### src/rtl/corefifo_wr_ptr_gray_enc_pkg.sv
// Shared constants and helpers for the CoreFIFO write-side pointer logic.
// Widths here describe the default geometry; modules derive their own from ADDRWIDTH.
package corefifo_wr_ptr_gray_enc_pkg;

    localparam int unsigned CF_ADDRWIDTH = 3;
    localparam int unsigned PTRW         = CF_ADDRWIDTH + 1;
    localparam int unsigned DEPTH        = 1 << CF_ADDRWIDTH;

    // A Gray pointer exactly DEPTH ahead of another differs only in its two MSBs.
    function automatic logic [31:0] full_cmp_gray(input logic [31:0] g, input int unsigned ptrw);
        return g ^ (32'h3 << (ptrw - 2));
    endfunction

endpackage

### src/rtl/corefifo_binToGrayConv.sv
// Combinational binary-to-Gray converter.
module corefifo_binToGrayConv #(
    parameter int unsigned WIDTH = 4
) (
    input  logic [WIDTH-1:0] bin,
    output logic [WIDTH-1:0] gray
);

    always_comb begin
        gray = bin ^ (bin >> 1);
    end

endmodule

### src/rtl/corefifo_wr_ptr_gray_enc.sv
// Write-domain pointer engine: binary write pointer, registered Gray pointer for the
// read-domain synchronizer, and full/afull/level/overflow from the synced read pointer.
module corefifo_wr_ptr_gray_enc
    import corefifo_wr_ptr_gray_enc_pkg::*;
#(
    parameter int unsigned ADDRWIDTH    = CF_ADDRWIDTH,
    parameter int unsigned AFULL_THRESH = 6
) (
    input  logic                 clk,
    input  logic                 reset,
    input  logic                 wr_en,
    input  logic [ADDRWIDTH:0]   rd_gray_sync,
    output logic                 wr_we,
    output logic [ADDRWIDTH-1:0] wr_addr,
    output logic [ADDRWIDTH:0]   wr_gray,
    output logic                 full,
    output logic                 afull,
    output logic [ADDRWIDTH:0]   wr_count,
    output logic                 overflow
);

    localparam int unsigned PtrW = ADDRWIDTH + 1;

    logic [PtrW-1:0] wbin_q, wbin_d;
    logic [PtrW-1:0] wr_gray_q, wr_gray_d;
    logic [PtrW-1:0] wr_count_q, wr_count_d;
    logic            full_q, full_d;
    logic            afull_q, afull_d;
    logic            overflow_q, overflow_d;

    logic [PtrW-1:0] gray_next;
    logic [PtrW-1:0] rd_bin;

    always_comb begin
        wr_we  = wr_en & ~full_q & ~reset;
        wbin_d = wbin_q + PtrW'(wr_we);
    end

    corefifo_binToGrayConv #(
        .WIDTH (PtrW)
    ) u_bin2gray (
        .bin  (wbin_d),
        .gray (gray_next)
    );

    // Gray-to-binary, MSB down: each bit is the XOR of all Gray bits above and including it.
    always_comb begin
        rd_bin = rd_gray_sync;
        for (int i = int'(PtrW) - 2; i >= 0; i--) begin
            rd_bin[i] = rd_bin[i+1] ^ rd_gray_sync[i];
        end
    end

    always_comb begin
        wr_gray_d  = gray_next;
        wr_count_d = wbin_d - rd_bin;
        full_d     = (32'(gray_next) == full_cmp_gray(32'(rd_gray_sync), PtrW));
        afull_d    = (32'(wr_count_d) >= AFULL_THRESH);
        overflow_d = wr_en & full_q & ~reset;
    end

    always_ff @(posedge clk or posedge reset) begin
        if (reset) begin
            wbin_q     <= '0;
            wr_gray_q  <= '0;
            wr_count_q <= '0;
            full_q     <= 1'b0;
            afull_q    <= 1'b0;
            overflow_q <= 1'b0;
        end else begin
            wbin_q     <= wbin_d;
            wr_gray_q  <= wr_gray_d;
            wr_count_q <= wr_count_d;
            full_q     <= full_d;
            afull_q    <= afull_d;
            overflow_q <= overflow_d;
        end
    end

    assign wr_addr  = wbin_q[ADDRWIDTH-1:0];
    assign wr_gray  = wr_gray_q;
    assign wr_count = wr_count_q;
    assign full     = full_q;
    assign afull    = afull_q;
    assign overflow = overflow_q;

endmodule

### config.mk
export PLATFORM = sky130hd
export DESIGN_NAME = corefifo_wr_ptr_gray_enc
export DESIGN_NICKNAME = d
export VERILOG_FILES = /design/src/rtl/corefifo_wr_ptr_gray_enc_pkg.sv /design/src/rtl/corefifo_binToGrayConv.sv /design/src/rtl/corefifo_wr_ptr_gray_enc.sv
export SDC_FILE = /design/constraint.sdc
export NUM_CORES = 1
export LEC_CHECK = 0
export ABC_AREA = 1
export CAP_MARGIN = 20
export CORE_MARGIN = 1.5
export CORE_UTILIZATION = 48
export DETAILED_ROUTE_END_ITERATION = 12
export GPL_ROUTABILITY_DRIVEN = 0
export PLACE_DENSITY_LB_ADDON = 0.3
export SLEW_MARGIN = 5
export SYNTH_ARGS = -nofsm -noshare
export SYNTH_HDL_FRONTEND = slang
export SYNTH_SLANG_ARGS = --single-unit
### constraint.sdc
create_clock -name clk -period 3.7 [get_ports clk]
set_clock_uncertainty 0.2 [all_clocks]
set_input_delay 1.11 -clock clk [delete_from_list [all_inputs] [get_ports clk]]
set_output_delay 1.11 -clock clk [all_outputs]
set_load 0.01 [all_outputs]
After elaboration in Yosys (flattened, before gate mapping)
Cells that the tools add are included.
{ "op_classes": {"addsub": 2, "n_lt_le_gt_ge": 1, "n_eq_ne": 1, "bitwise_logic": 11} }
{ "ops": {"columns": ["operator", "count"], "rows": [
  ["4-bit by 1-bit adder with 4-bit output", 1],
  ["1-bit bitwise AND", 4],
  ["4-bit equality test", 1],
  ["4-bit by 3-bit >= comparator with 1-bit output (second input constant)", 1],
  ["4-bit subtractor", 1],
  ["4-bit by 3-bit bitwise XOR with 4-bit output", 1],
  ["1-bit bitwise XOR", 3],
  ["1-bit inverter", 2],
  ["2-bit inverter", 1]
]} }
{ "totals": {"elab_cells": 21, "reg_bits": 15} }

Logic depth before layout (Yosys ltp)
{ "logic_depth": {"ltp_word": 6, "ltp_mapped": 13, "ltp_nobuf": 13} }

Cells and area by module
A second synthesis with hierarchy kept.
{ "hier_totals": {"hier_cells": 85, "area_unflattened_um2": 783.3} }
{ "modules_own_cells": {"columns": ["mod", "seq_area_each_um2", "area_per_inst_um2", "cells_per_inst", "n_inst"], "rows": [
  ["corefifo_wr_ptr_gray_enc", 375.4, 726.9, 71, 1],
  ["corefifo_binToGrayConv", 0.0, 56.3, 14, 1]
]} }

Least setup slack after synthesis
OpenSTA, ideal clock, no wires.
{ "synth_timing": {"path_kind": "input port to flip-flop", "from": "in reset", "to": "reg afull_q, in the netlist afull", "t_required_ns": 3.375, "arrival_ns": 3.011, "path_slack_ns": 0.364, "path_stages": 13, "n_path_buf": 0, "setup_time_ns": 0.125, "cell_sequence": "inv_1 -> nand2_1 -> nor2_1 -> ha_1 -> ha_1 -> inv_1 -> nand2_1 -> nand2_1 -> ha_1 -> a21oi_1 -> inv_1 -> nand2_1 -> nand3_1"} }
{ "synth_via": {"elab_chain_cells": 5} }
{ "synth_lines": {"columns": ["item", "line", "text"], "rows": [
  ["start, declared", "corefifo_wr_ptr_gray_enc.sv:10", "input logic reset,"],
  ["1-bit inverter", "corefifo_wr_ptr_gray_enc.sv:35", "wr_we = wr_en & ~full_q & ~reset;"],
  ["1-bit bitwise AND", "corefifo_wr_ptr_gray_enc.sv:35", null],
  ["named net wr_we", "corefifo_wr_ptr_gray_enc.sv:13", "output logic wr_we,"],
  ["4-bit by 1-bit adder with 4-bit output", "corefifo_wr_ptr_gray_enc.sv:36", "wbin_d = wbin_q + PtrW'(wr_we);"],
  ["named net u_bin2gray.bin[2]", "corefifo_binToGrayConv.sv:5", "input logic [WIDTH-1:0] bin,"],
  ["4-bit subtractor", "corefifo_wr_ptr_gray_enc.sv:56", "wr_count_d = wbin_d - rd_bin;"],
  ["4-bit by 3-bit >= comparator with 1-bit output", "corefifo_wr_ptr_gray_enc.sv:58", "afull_d = (32'(wr_count_d) >= AFULL_THRESH);"],
  ["named net afull_d", "corefifo_wr_ptr_gray_enc.sv:28", "logic afull_q, afull_d;"],
  ["end signal, assigned", "corefifo_wr_ptr_gray_enc.sv:75", "afull_q <= afull_d;"],
  ["end, declared", "corefifo_wr_ptr_gray_enc.sv:28", null]
]} }
The timed path passes the listed nets, and every way through them passes these cells.

Worst setup path in the final report
{ "layout_timing": {"from": "in reset", "to": "out wr_we"} }
{ "layout_via": {"elab_chain_cells": 2} }
{ "layout_lines": {"columns": ["item", "line"], "rows": [
  ["1-bit inverter", "corefifo_wr_ptr_gray_enc.sv:35"],
  ["1-bit bitwise AND", "corefifo_wr_ptr_gray_enc.sv:35"],
  ["end, declared", "corefifo_wr_ptr_gray_enc.sv:13"]
]} }
No other way between the ends.

==> out/metrics.yaml <==
outcome:
  status: "complete, no violations"
finish:
  ff_latch_area_um2: 350.3
  syn2layout_area_growth_pct: 39.16
  utilization_pct: 70.41
  drive_gt1_share_pct: 8.850
  multi_input_area_um2: 337.8
  n_antenna_cell: 0
  fin_nets: 127
  fillers: 117
worst_setup_path:
  critPathBufInv: 3
  path_cells: "clkdlybuf4s50_1 -> inv_1 -> nand2_1 -> nor2_1 -> dlymetal6s2s_1"
  crit_type: "input port to primary output"
  cp_max_fo: 2
  worst_ep_arrival_time_ns: 1.96
  startpoint: "reset"
  critPathTopFamily: "buffers and inverters"
  cpMaxStageDelayCell: "clkdlybuf4s50_1"
  r2r_end: "afull"
  end_kind: "primary output"
  crit_path_start_kind: "input port"
  r2r_cells: 11
  r2r_start: "full"
  regToRegSetupSlack_ns: 1.38
  crit_required_ns: 2.39
  max_stage_delay_ns: 0.42
placed_design:
  hpwl_um: 1270
  port_buffers: 21
global_route:
  track_usage_pct: 20.78
  grt_pass1_vias: 648
  grt_overflow_total: 0
  grt_max_degree: 15
  antenna_found_initial: 0
  grt_pass1_wl_um: 2704
floorplan:
  ios: 22
  die_area_mm2: 0.001796
  rows: 14
  core_area_mm2: 0.001471
  die_width_um: 42.38
  start_util_pct: 50.60
  fp.dieH_um: 42.38
clocking:
  cts_tree: "done"
  cts_buffer_depth: 2
  cts_buffers: 3
  htreeDepth: 1
  cts_setup_buffers: 0
  cts.sinks: 14
  clock_tree.root_cell: "clkbuf_4"
  clk_pin_slew_ns: 0.09
  hold_buffers: 0
  clk_latency_ns: 0.29
sta:
  setup_viol: 0
  slew_headroom_pct: 84.76
  hold_ws_ns: 0.3219
  hold_violations: 0
  fin_crit_ns: 3.272
  fin_crit_sh_pct: 88.42
  worst_pin_slew_ns: 0.2275
  fmax_ghz: 0.3057
  drv_slew: 0
  rsz0062_at_grt: "false"
  setup_tns_ns: 0
detailed_routing:
  first_pass_iters: 4
  routedWlPerCell_um: 12.28
  wl_met3_um: 44
  num_vias: 655
  routed-wl-met2_um: 854
  first_iter_violations: 12
  wirelength_um: 1584
  routed.top_layer: "met4"
  met1_length_um: 634
  viasPerCell: 5.078
  route.antenna.remaining_nets: 0
  remaining_drc_errors: 0
logic_synthesis:
  synth_area_um2: 744.5
  syn_avg_cell_area_um2: 8.758
  synth_most_common_cell: "nand2_1"
  synth.top_cell.area_share_pct: 47.06
  async_flop_share_pct: 100.0
  yosys_warnings: 0
  synth_edf_count: 0
  netlist_top_cells_area: "dfrtp_1 47%, nand2_1 12%, nand3_1 9.4%"
  synthTopCellsByCount: "24 x nand2_1, 15 x inv_1, 14 x dfrtp_1, 14 x nand3_1, 5 x ha_1"
  synth_flop_cell: "dfrtp_1"
  yosys_register_bits: 14
  synthCells: 85
  synth_area_leader_cell: "dfrtp_1"
  synth-seq-area-share_pct: 47.06
  ys_types: 15
  synth_fp_nets: 98
pwr:
  switching_share_pct: 40.38
  pwr-share-clk_pct: 12.1
  power.density_mw_per_mm2: 898.7
  p_leak_uw: 0.0005597
  p_seq_share_pct: 28.7
  switchingPower_uw: 376.0
  p_comb_share_pct: 59.2
  total_power_uw: 931.0
  intPower_uw: 555.0
  ir_worst_vdd_mv: 0.4551
worst_hold_path:
  holdPathStages: 2
  min-delay-start: "full"
  worstHoldPathType: "register to register"
  hold_path_end: "overflow"
flow_run:
  max_cap_viol_count: 0
## worst max path at each step
| stage | end | slack [ns] | cells past startpoint |
|---|---|---|---|
| 6_report | wr_we | 0.43 | 5 |
| 5_1_grt | afull | 0.18 | 14 |
| 4_1_cts | wr_we | 0.03 | 5 |
| 3_5_place_dp | wr_we | 0.03 | 5 |
| 3_3_place_gp | wr_we | 0.08 | 5 |
| 2_1_floorplan | afull | 0.36 | 13 |
## placed cells by master (no fill, tap or decap), drive strengths merged
| cell type | n |
|---|---|
| dlymetal6s2s | 1 |
| fa | 1 |
| ha | 5 |
| inv | 15 |
| nand4 | 1 |
| nand3 | 14 |
| buf | 3 |
| xnor2 | 2 |
| nand2 | 25 |
| clkdlybuf4s50 | 20 |
| nor2 | 3 |
| dfrtp | 14 |
| xor2 | 3 |
| clkbuf | 4 |
| a21oi | 1 |
| o21bai | 1 |
## kinds of logic after synthesis
family,Yosys count,synth area share (%)
XOR/XNOR,5,7.901
AND/OR/NAND/NOR,43,24.71
adder cells (fa/ha/maj),6,11.09
buffers and inverters,15,7.562
flip-flops,14,47.06
AO/OA/AOI/OAI,2,1.680
## what timing repair did
action	in CTS	in global routing
gates resized for setup	0	1
endpoints found under the hold margin	0	0
setup endpoints to repair	0	1
## worst register-to-register path: cells and delay by family (launching register included)
kind,cells,cell delay [ns]
buffers and inverters,2,0.13
and+or+nand+nor,5,0.48
DFF,1,0.40
adders and majority gates,3,0.79
AOI/OAI and AO/OA,1,0.21
## state kept, by name, summed over array words and instances, names as in the netlist
register,cells
overflow,1
wbin_q,4
wr_count,4
wr_gray,3
afull,1
full,1
## power groups by stage
stage                     combinational (µW)  sequential (µW)  clock (µW)
final                                    551              267         113
after global routing                     604              276         120
after CTS                                554              266         113
after detailed placement                 552              270           0
after global placement                   526              263           0
after floorplan                          271              301           0
## per-stage QoR
step	instance area, µm²	worst slack, ns	instances
4_1_cts	1033	0.02587	129
5_1_grt	1036	0.1783	129
6_report	1036	0.4284	129
3_3_place_gp	997.2	0.07596	125
2_1_floorplan	744.5	0.3635	85
3_5_place_dp	997.2	0.02522	125
## per-layer routing
metal,track usage [%],vias up
li1,-,320
met1,23.33,314
met2,33.85,16
met3,5.603,5
met4,14.37,0
met5,0,-
## layout make-up
class | count | area share, %
sequential | 14 | 33.82
inverter | 15 | 5.435
timing repair buffer | 24 | 22.71
multi-input combinational | 56 | 32.61
tap | 16 | 1.932
clock buffer | 4 | 3.502
(Power assumes the default switching activity.)
